===== src/rtl/pipe_chain_pkg.sv =====
// ---------------------------------------------------------------------------
// pipe_pkg -- shared definitions for the pipe_chain register pipeline.
//
// Contents:
//   WORD_WIDTH  default payload width of one pipeline stage
//   CNT_WIDTH   width of the optional performance counters
//   ctrl_e      per-cycle control mode, listed from highest to lowest priority
//   ctrl_decode collapses freeze/flush/stall into one ctrl_e value
// ---------------------------------------------------------------------------
package pipe_pkg;

    localparam int WORD_WIDTH = 64;
    localparam int CNT_WIDTH  = 32;

    // Control encoding. The order of the decode below is the priority order.
    typedef enum logic [1:0] {
        HOLD  = 2'd0,
        FLUSH = 2'd1,
        STALL = 2'd2,
        ADV   = 2'd3
    } ctrl_e;

    function automatic ctrl_e ctrl_decode(input logic freeze,
                                          input logic flush,
                                          input logic stall);
        ctrl_e mode;
        if (freeze) begin
            mode = HOLD;
        end else if (flush) begin
            mode = FLUSH;
        end else if (stall) begin
            mode = STALL;
        end else begin
            mode = ADV;
        end
        return mode;
    endfunction

endpackage


===== src/rtl/pipe_chain_if.sv =====
// ---------------------------------------------------------------------------
// pipe_chain_if -- bus between a producer/controller and the pipe_chain.
//
// Handshake: in_ready = !freeze && !stall, and is combinational. An item on
// in_data is taken at a rising clk edge only when in_valid && in_ready && !flush
// all hold at that edge. The output side has no back-pressure: out_valid marks
// a valid item in the last stage and it moves on at the next non-frozen edge.
//
// Signals:
//   in_valid, in_data        item offered to stage 0
//   freeze, flush, stall     pipeline controls (freeze > flush > stall)
//   in_ready                 pipeline can take an item this cycle
//   out_valid, out_data      last stage contents
//   stage_valid              valid bit of every stage (bit s = stage s)
//
// Modports: master drives items/controls, slave is the pipeline itself.
// ---------------------------------------------------------------------------
interface pipe_chain_if #(
    parameter int WIDTH  = pipe_pkg::WORD_WIDTH,
    parameter int STAGES = 4
);

    logic              in_valid;
    logic [WIDTH-1:0]  in_data;
    logic              freeze;
    logic              flush;
    logic              stall;
    logic              in_ready;
    logic              out_valid;
    logic [WIDTH-1:0]  out_data;
    logic [STAGES-1:0] stage_valid;

    modport master (
        output in_valid, in_data, freeze, flush, stall,
        input  in_ready, out_valid, out_data, stage_valid
    );

    modport slave (
        input  in_valid, in_data, freeze, flush, stall,
        output in_ready, out_valid, out_data, stage_valid
    );

endinterface


===== src/rtl/pipe_stage_reg.sv =====
// ---------------------------------------------------------------------------
// pipe_stage_reg -- one pipeline stage: a valid bit plus WIDTH bits of data.
//
// Ports:
//   clk, rst          clock, asynchronous active-high reset
//   load              take {d_valid, d_data}
//   clear             drop the valid bit, keep the data
//   d_valid, d_data   next contents when loading
//   q_valid, q_data   current contents
// With neither load nor clear the stage holds. clear wins over load.
// ---------------------------------------------------------------------------
module pipe_stage_reg #(
    parameter int WIDTH = 64
) (
    input  logic             clk,
    input  logic             rst,
    input  logic             load,
    input  logic             clear,
    input  logic             d_valid,
    input  logic [WIDTH-1:0] d_data,
    output logic             q_valid,
    output logic [WIDTH-1:0] q_data
);

    always_ff @(posedge clk or posedge rst) begin
        if (rst) begin
            q_valid <= 1'b0;
            q_data  <= '0;
        end else if (clear) begin
            // Invalidating a stage leaves the payload untouched.
            q_valid <= 1'b0;
        end else if (load) begin
            q_valid <= d_valid;
            q_data  <= d_data;
        end
    end

endmodule


===== src/rtl/pipe_chain.sv =====
// ---------------------------------------------------------------------------
// pipe_chain -- STAGES-deep register pipeline with freeze, flush and stall.
//
// Parameters:
//   WIDTH         payload bits per stage
//   STAGES        number of stages (2..16)
//   FLUSH_STAGES  leading stages invalidated by flush (1..STAGES)
//   STALL_STAGE   first stage that gets a bubble on stall (1..STAGES-1)
//
// Ports:
//   clk, rst      clock, asynchronous active-high reset
//   bus           pipe_chain_if.slave (items in/out, controls, stage_valid)
//
// Optional feature, enabled by defining PIPE_CHAIN_PERF_EN:
//   cnt_clr       synchronous clear of both counters, wins over increment
//   bubble_cnt    number of effective stall cycles (wraps)
//   flush_cnt     number of effective flush cycles (wraps)
//
// Per cycle the mode is HOLD (freeze), FLUSH, STALL or ADV, in that priority.
//   ADV   : every stage loads its predecessor, stage 0 loads the input.
//   FLUSH : stages 0..FLUSH_STAGES-1 are invalidated and the input is dropped;
//           stage FLUSH_STAGES takes a bubble, stages above advance.
//   STALL : stages below STALL_STAGE hold, STALL_STAGE takes a bubble,
//           stages above advance.
//   HOLD  : nothing changes.
// ---------------------------------------------------------------------------
module pipe_chain
    import pipe_pkg::*;
#(
    parameter int WIDTH        = WORD_WIDTH,
    parameter int STAGES       = 4,
    parameter int FLUSH_STAGES = 2,
    parameter int STALL_STAGE  = 2
) (
    input  logic                 clk,
    input  logic                 rst,
    pipe_chain_if.slave          bus
`ifdef PIPE_CHAIN_PERF_EN
    ,
    input  logic                 cnt_clr,
    output logic [CNT_WIDTH-1:0] bubble_cnt,
    output logic [CNT_WIDTH-1:0] flush_cnt
`endif
);

    // Reject parameter sets the pipeline cannot implement.
    if (WIDTH < 1) begin : g_bad_width
        $error("pipe_chain: WIDTH must be at least 1");
    end
    if (STAGES < 2 || STAGES > 16) begin : g_bad_stages
        $error("pipe_chain: STAGES must be in 2..16");
    end
    if (FLUSH_STAGES < 1 || FLUSH_STAGES > STAGES) begin : g_bad_flush
        $error("pipe_chain: FLUSH_STAGES must be in 1..STAGES");
    end
    if (STALL_STAGE < 1 || STALL_STAGE > STAGES - 1) begin : g_bad_stall
        $error("pipe_chain: STALL_STAGE must be in 1..STAGES-1");
    end

    ctrl_e             mode;
    logic [STAGES-1:0] s_valid;
    logic [WIDTH-1:0]  s_data [STAGES];

    assign mode = ctrl_decode(bus.freeze, bus.flush, bus.stall);

    assign bus.in_ready    = !bus.freeze && !bus.stall;
    assign bus.out_valid   = s_valid[STAGES-1];
    assign bus.out_data    = s_data[STAGES-1];
    assign bus.stage_valid = s_valid;

    for (genvar s = 0; s < STAGES; s++) begin : g_stage
        logic             ld;
        logic             clr;
        logic             d_valid;
        logic [WIDTH-1:0] d_data;

        if (s == 0) begin : g_head
            assign d_valid = bus.in_valid;
            assign d_data  = bus.in_data;
        end else begin : g_body
            assign d_valid = s_valid[s-1];
            assign d_data  = s_data[s-1];
        end

        always_comb begin
            ld  = 1'b0;
            clr = 1'b0;
            case (mode)
                HOLD: begin
                    ld  = 1'b0;
                    clr = 1'b0;
                end
                FLUSH: begin
                    // Stage FLUSH_STAGES is the bubble slot: it would have
                    // received the flushed stage's item, so it goes invalid.
                    if (s <= FLUSH_STAGES) begin
                        clr = 1'b1;
                    end else begin
                        ld = 1'b1;
                    end
                end
                STALL: begin
                    if (s == STALL_STAGE) begin
                        clr = 1'b1;
                    end else if (s > STALL_STAGE) begin
                        ld = 1'b1;
                    end
                end
                ADV: begin
                    ld = 1'b1;
                end
                default: begin
                    ld  = 1'b0;
                    clr = 1'b0;
                end
            endcase
        end

        pipe_stage_reg #(
            .WIDTH (WIDTH)
        ) u_stage (
            .clk     (clk),
            .rst     (rst),
            .load    (ld),
            .clear   (clr),
            .d_valid (d_valid),
            .d_data  (d_data),
            .q_valid (s_valid[s]),
            .q_data  (s_data[s])
        );
    end

`ifdef PIPE_CHAIN_PERF_EN
    // Counters only see effective controls, so a frozen cycle never counts.
    always_ff @(posedge clk or posedge rst) begin
        if (rst) begin
            bubble_cnt <= '0;
            flush_cnt  <= '0;
        end else if (cnt_clr) begin
            bubble_cnt <= '0;
            flush_cnt  <= '0;
        end else begin
            if (mode == STALL) begin
                bubble_cnt <= bubble_cnt + 1'b1;
            end
            if (mode == FLUSH) begin
                flush_cnt <= flush_cnt + 1'b1;
            end
        end
    end
`endif

endmodule


===== src/flat_wrapper.sv =====
// flat-port wrapper written by rule: the top's interface ports become plain ports
module pipe_chain_flat import pipe_pkg::*;
#(
    parameter int WIDTH        = WORD_WIDTH,
    parameter int STAGES       = 4,
    parameter int FLUSH_STAGES = 2,
    parameter int STALL_STAGE  = 2
)
  (clk, rst, bus_in_valid, bus_in_data, bus_freeze, bus_flush, bus_stall, bus_in_ready, bus_out_valid, bus_out_data, bus_stage_valid);
  pipe_chain_if #(.WIDTH(WIDTH), .STAGES(STAGES)) bus_i ();
  input  logic clk;
  input  logic rst;
  input wire logic [$bits(bus_i.in_valid)-1:0] bus_in_valid;
  input wire logic [$bits(bus_i.in_data)-1:0] bus_in_data;
  input wire logic [$bits(bus_i.freeze)-1:0] bus_freeze;
  input wire logic [$bits(bus_i.flush)-1:0] bus_flush;
  input wire logic [$bits(bus_i.stall)-1:0] bus_stall;
  output wire logic [$bits(bus_i.in_ready)-1:0] bus_in_ready;
  output wire logic [$bits(bus_i.out_valid)-1:0] bus_out_valid;
  output wire logic [$bits(bus_i.out_data)-1:0] bus_out_data;
  output wire logic [$bits(bus_i.stage_valid)-1:0] bus_stage_valid;
  assign bus_i.in_valid = bus_in_valid;
  assign bus_i.in_data = bus_in_data;
  assign bus_i.freeze = bus_freeze;
  assign bus_i.flush = bus_flush;
  assign bus_i.stall = bus_stall;
  assign bus_in_ready = bus_i.in_ready;
  assign bus_out_valid = bus_i.out_valid;
  assign bus_out_data = bus_i.out_data;
  assign bus_stage_valid = bus_i.stage_valid;
  pipe_chain #(.WIDTH(WIDTH), .STAGES(STAGES), .FLUSH_STAGES(FLUSH_STAGES), .STALL_STAGE(STALL_STAGE)) u_core (.clk(clk), .rst(rst), .bus(bus_i));
endmodule

===== config.mk =====
export PLATFORM = sky130hd
export DESIGN_NAME = pipe_chain_flat
export DESIGN_NICKNAME = d
export VERILOG_FILES = /design/src/rtl/pipe_chain_pkg.sv /design/src/rtl/pipe_chain_if.sv /design/src/rtl/pipe_stage_reg.sv /design/src/rtl/pipe_chain.sv /design/src/flat_wrapper.sv
export SDC_FILE = /design/constraint.sdc
export NUM_CORES = 1
export LEC_CHECK = 0
export CORE_ASPECT_RATIO = 1.25
export CORE_MARGIN = 3
export CORE_UTILIZATION = 54
export CTS_CLUSTER_DIAMETER = 150
export CTS_CLUSTER_SIZE = 8
export DETAILED_ROUTE_END_ITERATION = 8
export PLACE_DENSITY = 0.9
export SETUP_SLACK_MARGIN = 0.5
export SLEW_MARGIN = 10
export SYNTH_ARGS = -nofsm -noshare
export SYNTH_HDL_FRONTEND = slang
export SYNTH_SLANG_ARGS = --single-unit

===== constraint.sdc =====
create_clock -name clk -period 8.8 [get_ports clk]
set_clock_uncertainty 0.15 [all_clocks]
set_input_delay 0.88 -clock clk [delete_from_list [all_inputs] [get_ports clk]]
set_output_delay 0.88 -clock clk [all_outputs]
set_load 0.01 [all_outputs]

==> impl_metrics.yaml, run 1 <==
clocking:
  h-tree-depth: 2
  cts_buffers: 38
  post_cts_resized: 0
  cts_tree: "done"
  cts_sinks: 260
  clk_pin_slew_ns: 0.05
  cts_root_buffer: "clkbuf_16"
  postCtsSetupBuffers: 0
  hold_buffers: 0
  insertion_delay_ns: 0.50
  clk_path_buf_depth: 3
sta:
  post-route-min-period_ns: 3.42
  setup_violations: 0
  worstMarginPinSlew_ns: 1.06
  tns_ns: 0
  slew_viol_final: 0
  rsz0062_at_grt: "false"
  fmax_ghz: 0.292
  fin_crit_sh: 0.389
  relSlewSlack: 0.290
  hold_viol: 0
  finalWorstSetupSlack_ns: 5.38
  hold_ws_ns: 0.345
floorplan:
  rows: 54
  die_area_um2: 19900
  initial_core_util: 0.556
  core_area_um2: 17700
  ios: 140
  die_w_um: 127
  die_h_um: 157
layout:
  antenna_cells: 0
  layout.nets: 792
  post-route-util: 0.693
  drive_gt1_frac: 0.424
  seq_area_um2: 6510
  fillers: 1135
  multi_input_area_um2: 3030
  syn2layout_area_growth_pct: 24.7
drt:
  dr.pass1.iters: 5
  route.detailed.drc: 0
  vias_per_cell: 5.37
  routedWlPerCell_um: 18.7
  routed_wl_mm: 17.7
  vias: 5083
  drt-initial-drc-count: 189
  drtAntennaViolNets: 0
placement:
  gp_congestion: 0.795
  dp_hpwl_mm: 11.0
  place_ws_ns: 4.92
  io_buffers: 139
worst_hold_path:
  holdCritStartpoint: "u_core.g_stage[2].u_stage.q_data[0]$_DFFE_PP0P_"
  min_path_cells: 1
  holdCritPathClass: "reg2reg"
  whs_endpoint: "u_core.g_stage[3].u_stage.q_data[0]$_DFFE_PP0P_"
logic_synthesis:
  ys_seq_elements: 260
  ys_seq_area_frac: 0.661
  synth_area_leader_cell: "dfrtp_1"
  yosys_warnings: 0
  syn-cell-area_um2: 9840
  synth_adder_area_share: 0.00254
  synth_area_per_cell_um2: 17.3
  syn-num-nets: 641
  yosys.area_share.xor_xnor: 0
  ys_types: 18
  netlist_instances: 569
  synth_top_area_frac: 0.661
  synth_top_family_by_area: "multiplexers"
  synthMuxAreaShare: 0.294
  ys_top_cells_by_area: "dfrtp_1 (66%), mux2_2 (29%), buf_6 (2.6%)"
  synth_compound_gate_area_share: 0.00178
  synthSimpleGateAreaFrac: 0.00737
pwr:
  power_mw: 4.09
  power.density_nw_per_um2: 333
  irDropWorstVdd_mv: 0.186
  p_leak_nw: 5.32
setup_path:
  critPathLaunchType: "primary input"
  worstSetupEndpointType: "flip-flop"
  ff2ff_path_depth: 2
  worst-path-max-fanout: 82
  arrival_ns: 3.64
  cp_data_required_time_ns: 9.02
  r2r_end: "u_core.g_stage[1].u_stage.q_valid$_DFFE_PP0P_"
  timing.rr.start: "u_core.g_stage[0].u_stage.q_valid$_DFFE_PP0P_"
  rrSetupSlack_ns: 7.67
  critPathKind: "in2reg"
status:
  outcome: "complete, no violations"
job:
  max_cap_violations: 0
global_route:
  antenna_found_initial: 0
  first_global_vias: 5847
  grt_max_degree: 91
  grt_usage: 0.184
  grt_overflow_total: 0
  grt_first_pass_wirelength_mm: 29.8
## sequential cells by signal (all words and copies together) (netlist names)
register,cells
u_core.g_stage.u_stage.q_valid,4
u_core.g_stage.u_stage.q_data,256
## per-layer routing
layer | track usage | share of wire
met5 | 0 | 0
met4 | 0.0542 | 0.017
met3 | 0.0485 | 0.058
met2 | 0.313 | 0.50
met1 | 0.235 | 0.43
## placed cells by master, fill, tap and decap left out, drive strengths merged
cell type,count
clkinv,1
o21ai,1
a21o,1
mux2,257
bufinv,1
a21oi,1
or2,1
or4b,2
clkdlybuf4s50,139
nand3,2
nand2,3
dfrtp,260
ha,2
inv,5
buf,4
nand3b,2
nor2,1
nand2b,1
clkbuf,38
## synth_stat cells (all sizes together)
| library cell | number |
|---|---|
| nand3b | 2 |
| a21o | 1 |
| inv | 3 |
| a21oi | 1 |
| or2 | 1 |
| nand2 | 3 |
| buf | 32 |
| dfrtp | 260 |
| or4b | 2 |
| nand3 | 2 |
| ha | 2 |
| mux2 | 257 |
| nand2b | 1 |
| nor2 | 1 |
| o21ai | 1 |
## worst max-delay path, stage by stage
cell	delay, ns
clkdlybuf4s50_1	0.53
or2_2	0.37
inv_1	0.10
ha_4	0.40
buf_4	0.82
mux2_2	0.43
## worst max-delay path by stage
| stage | from | endpoint | slack [ns] | depth (start not counted) |
|---|---|---|---|---|
| 2_1_floorplan | rst | u_core.g_stage[0].u_stage.q_data[0]$_DFFE_PP0P_ | 0.61 | 1 |
| 4_1_cts | bus_freeze | u_core.g_stage[1].u_stage.q_data[36]$_DFFE_PP0P_ | 5.43 | 6 |
| 5_1_grt | bus_freeze | u_core.g_stage[1].u_stage.q_data[44]$_DFFE_PP0P_ | 5.25 | 6 |
| 6_report | bus_freeze | u_core.g_stage[1].u_stage.q_data[36]$_DFFE_PP0P_ | 5.38 | 6 |
| 3_5_place_dp | bus_freeze | u_core.g_stage[1].u_stage.q_data[29]$_DFFE_PP0P_ | 4.92 | 6 |
| 3_3_place_gp | bus_freeze | u_core.g_stage[0].u_stage.q_data[40]$_DFFE_PP0P_ | 5.00 | 6 |
## through the flow
step                      instance area, um^2  std cells
after floorplan                          9840        569
after global placement                  11300        904
after detailed placement                11300        904
after CTS                               12300        946
after global routing                    12300        946
final                                   12300        946
## kinds of logic (layout without fill, tap and decap cells)
family	after synthesis	after routing
buf+inv	35	188
simple gates	12	12
flops	260	260
mux	257	257
fa+ha+maj	2	2
compound gates	3	3
## report_power, final
group	switching [mW]	internal [mW]	leakage (nW)
registers	0.251	1.66	3.16
clock network	0.463	0.789	0.498
logic	0.311	0.618	1.66
## area by class of cell
| cell class | count | area share |
|---|---|---|
| flip-flops and latches | 260 | 0.530 |
| multi-input cells | 274 | 0.247 |
| repair buffers | 143 | 0.116 |
| clock buffers | 38 | 0.0775 |
| well taps | 224 | 0.0228 |
| clock inverters | 4 | 0.00520 |
| inverters | 3 | 0.00153 |
(Power assumes the default switching activity.)
==> run 2: changes to the inputs <==
- CORE_UTILIZATION: 54 -> 49
- PLACE_DENSITY: 0.9 -> 0.87
- clock period: 8.8 -> 2.8 ns (I/O delays scaled with it)
==> run 2 against run 1 <==
Net effect:
- first-iteration DRC count decreased by 3.7%
- total power increased to 3.1 times the previous value
- cell count increased by 5.4%
- flip-flop and latch count unchanged
- sequential share of layout area decreased by 1.0 points
- highest routed layer unchanged
==> impl_metrics.yaml, run 2 (synthesized netlist as in run 1, its figures left out) <==
status:
  outcome: "complete, no violations"
layout:
  max_flop_register: "u_core.g_stage.u_stage.q_data"
  final_common_cell: "dfrtp_1"
  syn2layout_area_growth_pct: 27.1
  layout.nets: 802
  drive_gt1_frac: 0.430
  fillers: 1352
  antenna_cells: 0
  post-route-util: 0.638
  largest_reg_flops: 256
  stdcell_area_um2: 12500
  reg.largest.list: "u_core.g_stage.u_stage.q_data (256), u_core.g_stage.u_stage.q_valid (4)"
  layout_common_cells: "dfrtp_1 (260), mux2_2 (256), clkdlybuf4s50_1 (139), clkbuf_16 (38), buf_12 (9)"
sta:
  fin_crit_sh: 0.735
  fmax_ghz: 0.486
  setup_violations: 0
  rsz0062_at_grt: "false"
  slew_viol_final: 0
  worstMarginPinSlew_ns: 0.542
  hold_viol: 0
  tns_ns: 0
  finalWorstSetupSlack_ns: 0.743
  relSlewSlack: 0.639
  post-route-min-period_ns: 2.06
job:
  max_cap_violations: 0
pwr:
  power_mw: 12.9
  swShare: 0.250
  p_int_mw: 9.66
  seqPwrFrac: 0.466
  p_comb_frac: 0.228
  power_switching_mw: 3.21
  p_leak_nw: 5.40
  clock_power_share: 0.306
  irDropWorstVdd_mv: 0.534
  power.density_nw_per_um2: 1030
global_route:
  first_global_vias: 5811
  grt_first_pass_wirelength_mm: 29.9
  grt_max_degree: 106
  antenna_found_initial: 0
  met3_usage: 0.0417
  grt_usage: 0.170
  grt_overflow_total: 0
  gr-usage-met1: 0.209
  globalRouteMet2Util: 0.298
  busiest_layer: "met2"
drt:
  dr.pass1.iters: 4
  vias_per_cell: 5.18
  routed_wl_mm: 18.1
  vias: 5168
  routedWlPerCell_um: 18.1
  drtAntennaViolNets: 0
  route.detailed.drc: 0
  drt-initial-drc-count: 182
floorplan:
  ios: 140
  die_w_um: 133
  die_h_um: 164
  core_area_um2: 19600
  initial_core_util: 0.502
  die_area_um2: 21800
  rows: 57
clocking:
  cts_buffers: 38
  cts_tree: "done"
  post_cts_resized: 0
  cts_sinks: 260
  cts_root_buffer: "clkbuf_16"
  clk_path_buf_depth: 3
  h-tree-depth: 2
  postCtsSetupBuffers: 0
  hold_buffers: 1
  clk_pin_slew_ns: 0.05
  insertion_delay_ns: 0.50
placement:
  place_ws_ns: 0.294
  placed_area_um2: 11500
  dp_hpwl_mm: 11.9
  gp_congestion: 0.730
  io_buffers: 139
setup_path:
  worstSetupEndpointType: "flip-flop"
  path_cells: "clkdlybuf4s50_1 > or2_2 > inv_1 > ha_4 > buf_12 > buf_4 > mux2_2"
  cpPeakStageDelay_ns: 0.55
  crit_buf_inv: 4
  critPathLaunchType: "primary input"
  critPathKind: "in2reg"
  arrival_ns: 2.29
  cp_data_required_time_ns: 3.03
  crit_family: "buffers and inverters"
  critical_path.slowest_cell: "clkdlybuf4s50_1"
  worst-path-max-fanout: 31
worst_hold_path:
  holdCritPathClass: "in2reg"
## run 2: cell types whose count changed in the layout (fill, tap and decap cells not counted), sizes merged
cell         delta
buf             +9
clkinvlp        +1
dlygate4sd3     +1
inv             -1
## run 2: worst paths after layout
kind,from,to,slack (ns),depth (start not counted)
min in group asynchronous,rst,u_core.g_stage[2].u_stage.q_data[22]$_DFFE_PP0P_,0.51,3
setup reg to reg,u_core.g_stage[0].u_stage.q_valid$_DFFE_PP0P_,u_core.g_stage[1].u_stage.q_valid$_DFFE_PP0P_,1.59,2
setup / recovery,bus_freeze,u_core.g_stage[0].u_stage.q_data[36]$_DFFE_PP0P_,0.74,7
max in group asynchronous,rst,u_core.g_stage[1].u_stage.q_data[32]$_DFFE_PP0P_,1.15,4
hold / removal,bus_in_data[52],u_core.g_stage[0].u_stage.q_data[52]$_DFFE_PP0P_,0.23,2
hold reg to reg,u_core.g_stage[2].u_stage.q_data[0]$_DFFE_PP0P_,u_core.g_stage[3].u_stage.q_data[0]$_DFFE_PP0P_,0.33,1
## run 2: power groups by stage
stage          Sequential, mW  Clock, mW  Combinational [mW]
3_5_place_dp             6.05          0                2.98
3_3_place_gp             5.91          0                2.83
2_1_floorplan            5.99          0                1.48
6_report                 6.00       3.94                2.94
5_1_grt                  6.18       4.23                3.16
4_1_cts                  6.02       4.06                3.01
## run 2: stage by stage
step / cells / hold slack [ns]
3_3_place_gp: 954 / 0.319
6_report: 997 / 0.232
5_1_grt: 997 / 0.231
2_1_floorplan: 569 / 0.260
4_1_cts: 997 / 0.214
3_5_place_dp: 954 / 0.328
## run 2: area by class of cell
type / instances / area (um^2) / area share
Clock buffer: 38 / 951 / 0.0760
Clock inverter: 4 / 63.8 / 0.00510
Inverter: 3 / 15.0 / 0.00120
Multi-Input combinational cell: 274 / 3030 / 0.242
Sequential cell: 260 / 6510 / 0.520
Tap cell: 265 / 332 / 0.0265
Timing Repair Buffer: 153 / 1610 / 0.129
## run 2: routing by layer
metal	up-vias	wire, um
li1	2308	-
met1	2693	7350
met2	137	9470
met3	30	908
met4	0	357
met5	-	0
## run 2: worst reg2reg max path, cell delays in order (launching register included)
cell     delay (ns)
dfrtp_1        0.39
or4b_1         0.49
nand3_1        0.11
==> run 3: changes to the inputs <==
- clock period: 2.8 -> 1.87 ns (I/O delays scaled with it)
==> run 3 against run 2 <==
Net effect:
- the run now ends with hold timing left
- cell count grew 6.9%
- largest cell class unchanged
- highest routed layer unchanged
- combinational power up 81%
- flip-flop and latch count unchanged
- sequential share of layout area down 5.6 points
- critical endpoint is now bus_stage_valid[2]
- via count increased by 5.7%
==> impl_metrics.yaml, run 3 (synthesized netlist as in run 1, its figures left out) <==
drt:
  route.detailed.drc: 0
  vias: 5464
  drtAntennaViolNets: 0
  routedWlPerCell_um: 21.0
  drt-initial-drc-count: 241
  dr.pass1.iters: 4
  routed_wl_mm: 22.4
  vias_per_cell: 5.13
worst_hold_path:
  min_path_cells: 3
  holdCritStartpoint: "bus_freeze"
  whs_endpoint: "u_core.g_stage[0].u_stage.q_valid$_DFFE_PP0P_"
  holdCritPathClass: "in2reg"
setup_path:
  ff2ff_path_depth: 4
  critPathLaunchType: "flip-flop"
  critPathLaunch: "u_core.g_stage[2].u_stage.q_valid$_DFFE_PP0P_"
  cpPeakStageDelay_ns: 0.44
  arrival_ns: 1.07
  path_cells: "buf_6"
  rrSetupSlack_ns: 0.56
  worstSetupEndpointType: "primary output"
  critPathKind: "reg2out"
  crit_family: "flip-flops"
  critical_path.slowest_cell: "dfrtp_2"
  r2r_end: "u_core.g_stage[1].u_stage.q_valid$_DFFE_PP0P_"
  crit_buf_inv: 1
  timing.rr.start: "u_core.g_stage[0].u_stage.q_valid$_DFFE_PP0P_"
  worst-path-max-fanout: 2
  cp_num_cells: 1
  cp_data_required_time_ns: 1.53
clocking:
  clk_path_buf_depth: 3
  insertion_delay_ns: 0.49
  cts_root_buffer: "clkbuf_16"
  clk_pin_slew_ns: 0.05
  h-tree-depth: 2
  hold_buffers: 2
  cts_buffers: 38
  cts_sinks: 260
  cts_tree: "done"
sta:
  fmax_ghz: 0.711
  hold_viol: 2
  rsz0062_at_grt: "true"
  relSlewSlack: 0.763
  worstMarginPinSlew_ns: 0.355
  slew_viol_final: 0
  hold_ws_ns: -0.195
  fin_crit_sh: 0.752
  setup_violations: 0
  post-route-min-period_ns: 1.41
global_route:
  grt_usage: 0.197
  grt_overflow_total: 0
  grt_max_degree: 71
  antenna_found_initial: 0
  grt_first_pass_wirelength_mm: 34.2
  first_global_vias: 6264
layout:
  stdcell_area_um2: 14000
  reg.largest.list: "u_core.g_stage.u_stage.q_data (256), u_core.g_stage.u_stage.q_valid (4)"
  syn2layout_area_growth_pct: 42.6
  max_flop_register: "u_core.g_stage.u_stage.q_data"
  final_common_cell: "dfrtp_1"
  drive_gt1_frac: 0.573
  layout.nets: 870
  fillers: 1164
  largest_reg_flops: 256
  post-route-util: 0.715
  layout_common_cells: "dfrtp_1 (259), mux2_4 (193), clkdlybuf4s50_1 (66), mux2_2 (64), buf_2 (53)"
placement:
  gp_congestion: 0.770
  placed_area_um2: 12600
  dp_hpwl_mm: 13.5
  io_buffers: 139
pwr:
  p_leak_nw: 6.58
  irDropWorstVdd_mv: 0.848
  power_mw: 20.7
  power.density_nw_per_um2: 1480
job:
  max_cap_violations: 0
floorplan:
  rows: 57
  die_area_um2: 21800
  die_h_um: 164
  die_w_um: 133
  core_area_um2: 19600
  ios: 140
  initial_core_util: 0.502
status:
  outcome: "finished, violations left"
  violations: "hold timing"
-- run 3: cell count changes in the layout (fill, tap and decap cells not counted), moves of 8 or more --
cell | before | now
mux2_4 | 0 | 193
mux2_2 | 256 | 64
clkdlybuf4s50_1 | 139 | 66
buf_2 | 0 | 53
buf_4 | 4 | 36
buf_6 | 0 | 25
clkbuf_16 | 38 | 50
buf_12 | 9 | 19
buf_16 | 0 | 8
-- run 3: per-stage QoR --
| stage | cells | setup TNS, ns | setup WS, ns |
|---|---|---|---|
| finish | 1066 | 0 | 0.464 |
| global route | 1065 | 0 | 0.434 |
| CTS | 1043 | 0 | 0.437 |
| detailed placement | 980 | -82.05 | -0.398 |
| global placement | 980 | -66.66 | -0.316 |
| floorplan | 569 | -492.59 | -1.89 |
-- run 3: how the worst max path moves through the flow --
stage                                                        to
2_1_floorplan   u_core.g_stage[0].u_stage.q_data[0]$_DFFE_PP0P_
3_5_place_dp   u_core.g_stage[0].u_stage.q_data[28]$_DFFE_PP0P_
6_report                                     bus_stage_valid[2]
3_3_place_gp   u_core.g_stage[1].u_stage.q_data[18]$_DFFE_PP0P_
5_1_grt                                      bus_stage_valid[2]
4_1_cts                                      bus_stage_valid[2]
-- run 3: layout make-up --
type	instances	area (um^2)	area share
clock buffers	41	1030	0.0731
clock inverters	1	30.0	0.00214
flip-flops and latches	260	6510	0.464
inverters	3	17.5	0.00125
repair buffers	221	2350	0.168
diodes	1	2.50	0.000178
multi-input cells	274	3760	0.268
well taps	265	332	0.0236
-- run 3: routing by layer --
metal / vias to the layer above / GRT usage / share of wire
li1: 2449 / - / -
met1: 2844 / 0.245 / 0.41
met2: 127 / 0.346 / 0.53
met3: 44 / 0.0372 / 0.033
met4: 0 / 0.0723 / 0.029
met5: - / 0 / 0
-- run 3: repair_timing --
item / in CTS / in global routing
buffers inserted: 15 / 12
gates cloned: 4 / 10
hold endpoints to repair: 8 / 2
endpoints found under the setup margin: 328 / 215
pin swaps: 2 / 2
gates resized for setup: 306 / 25
-- run 3: power by group --
group	leakage [nW]	switching (mW)	internal (mW)	total, mW
clock	0.519	2.23	3.95	6.18
combinational	2.90	1.69	3.63	5.32
sequential	3.16	1.42	7.82	9.24
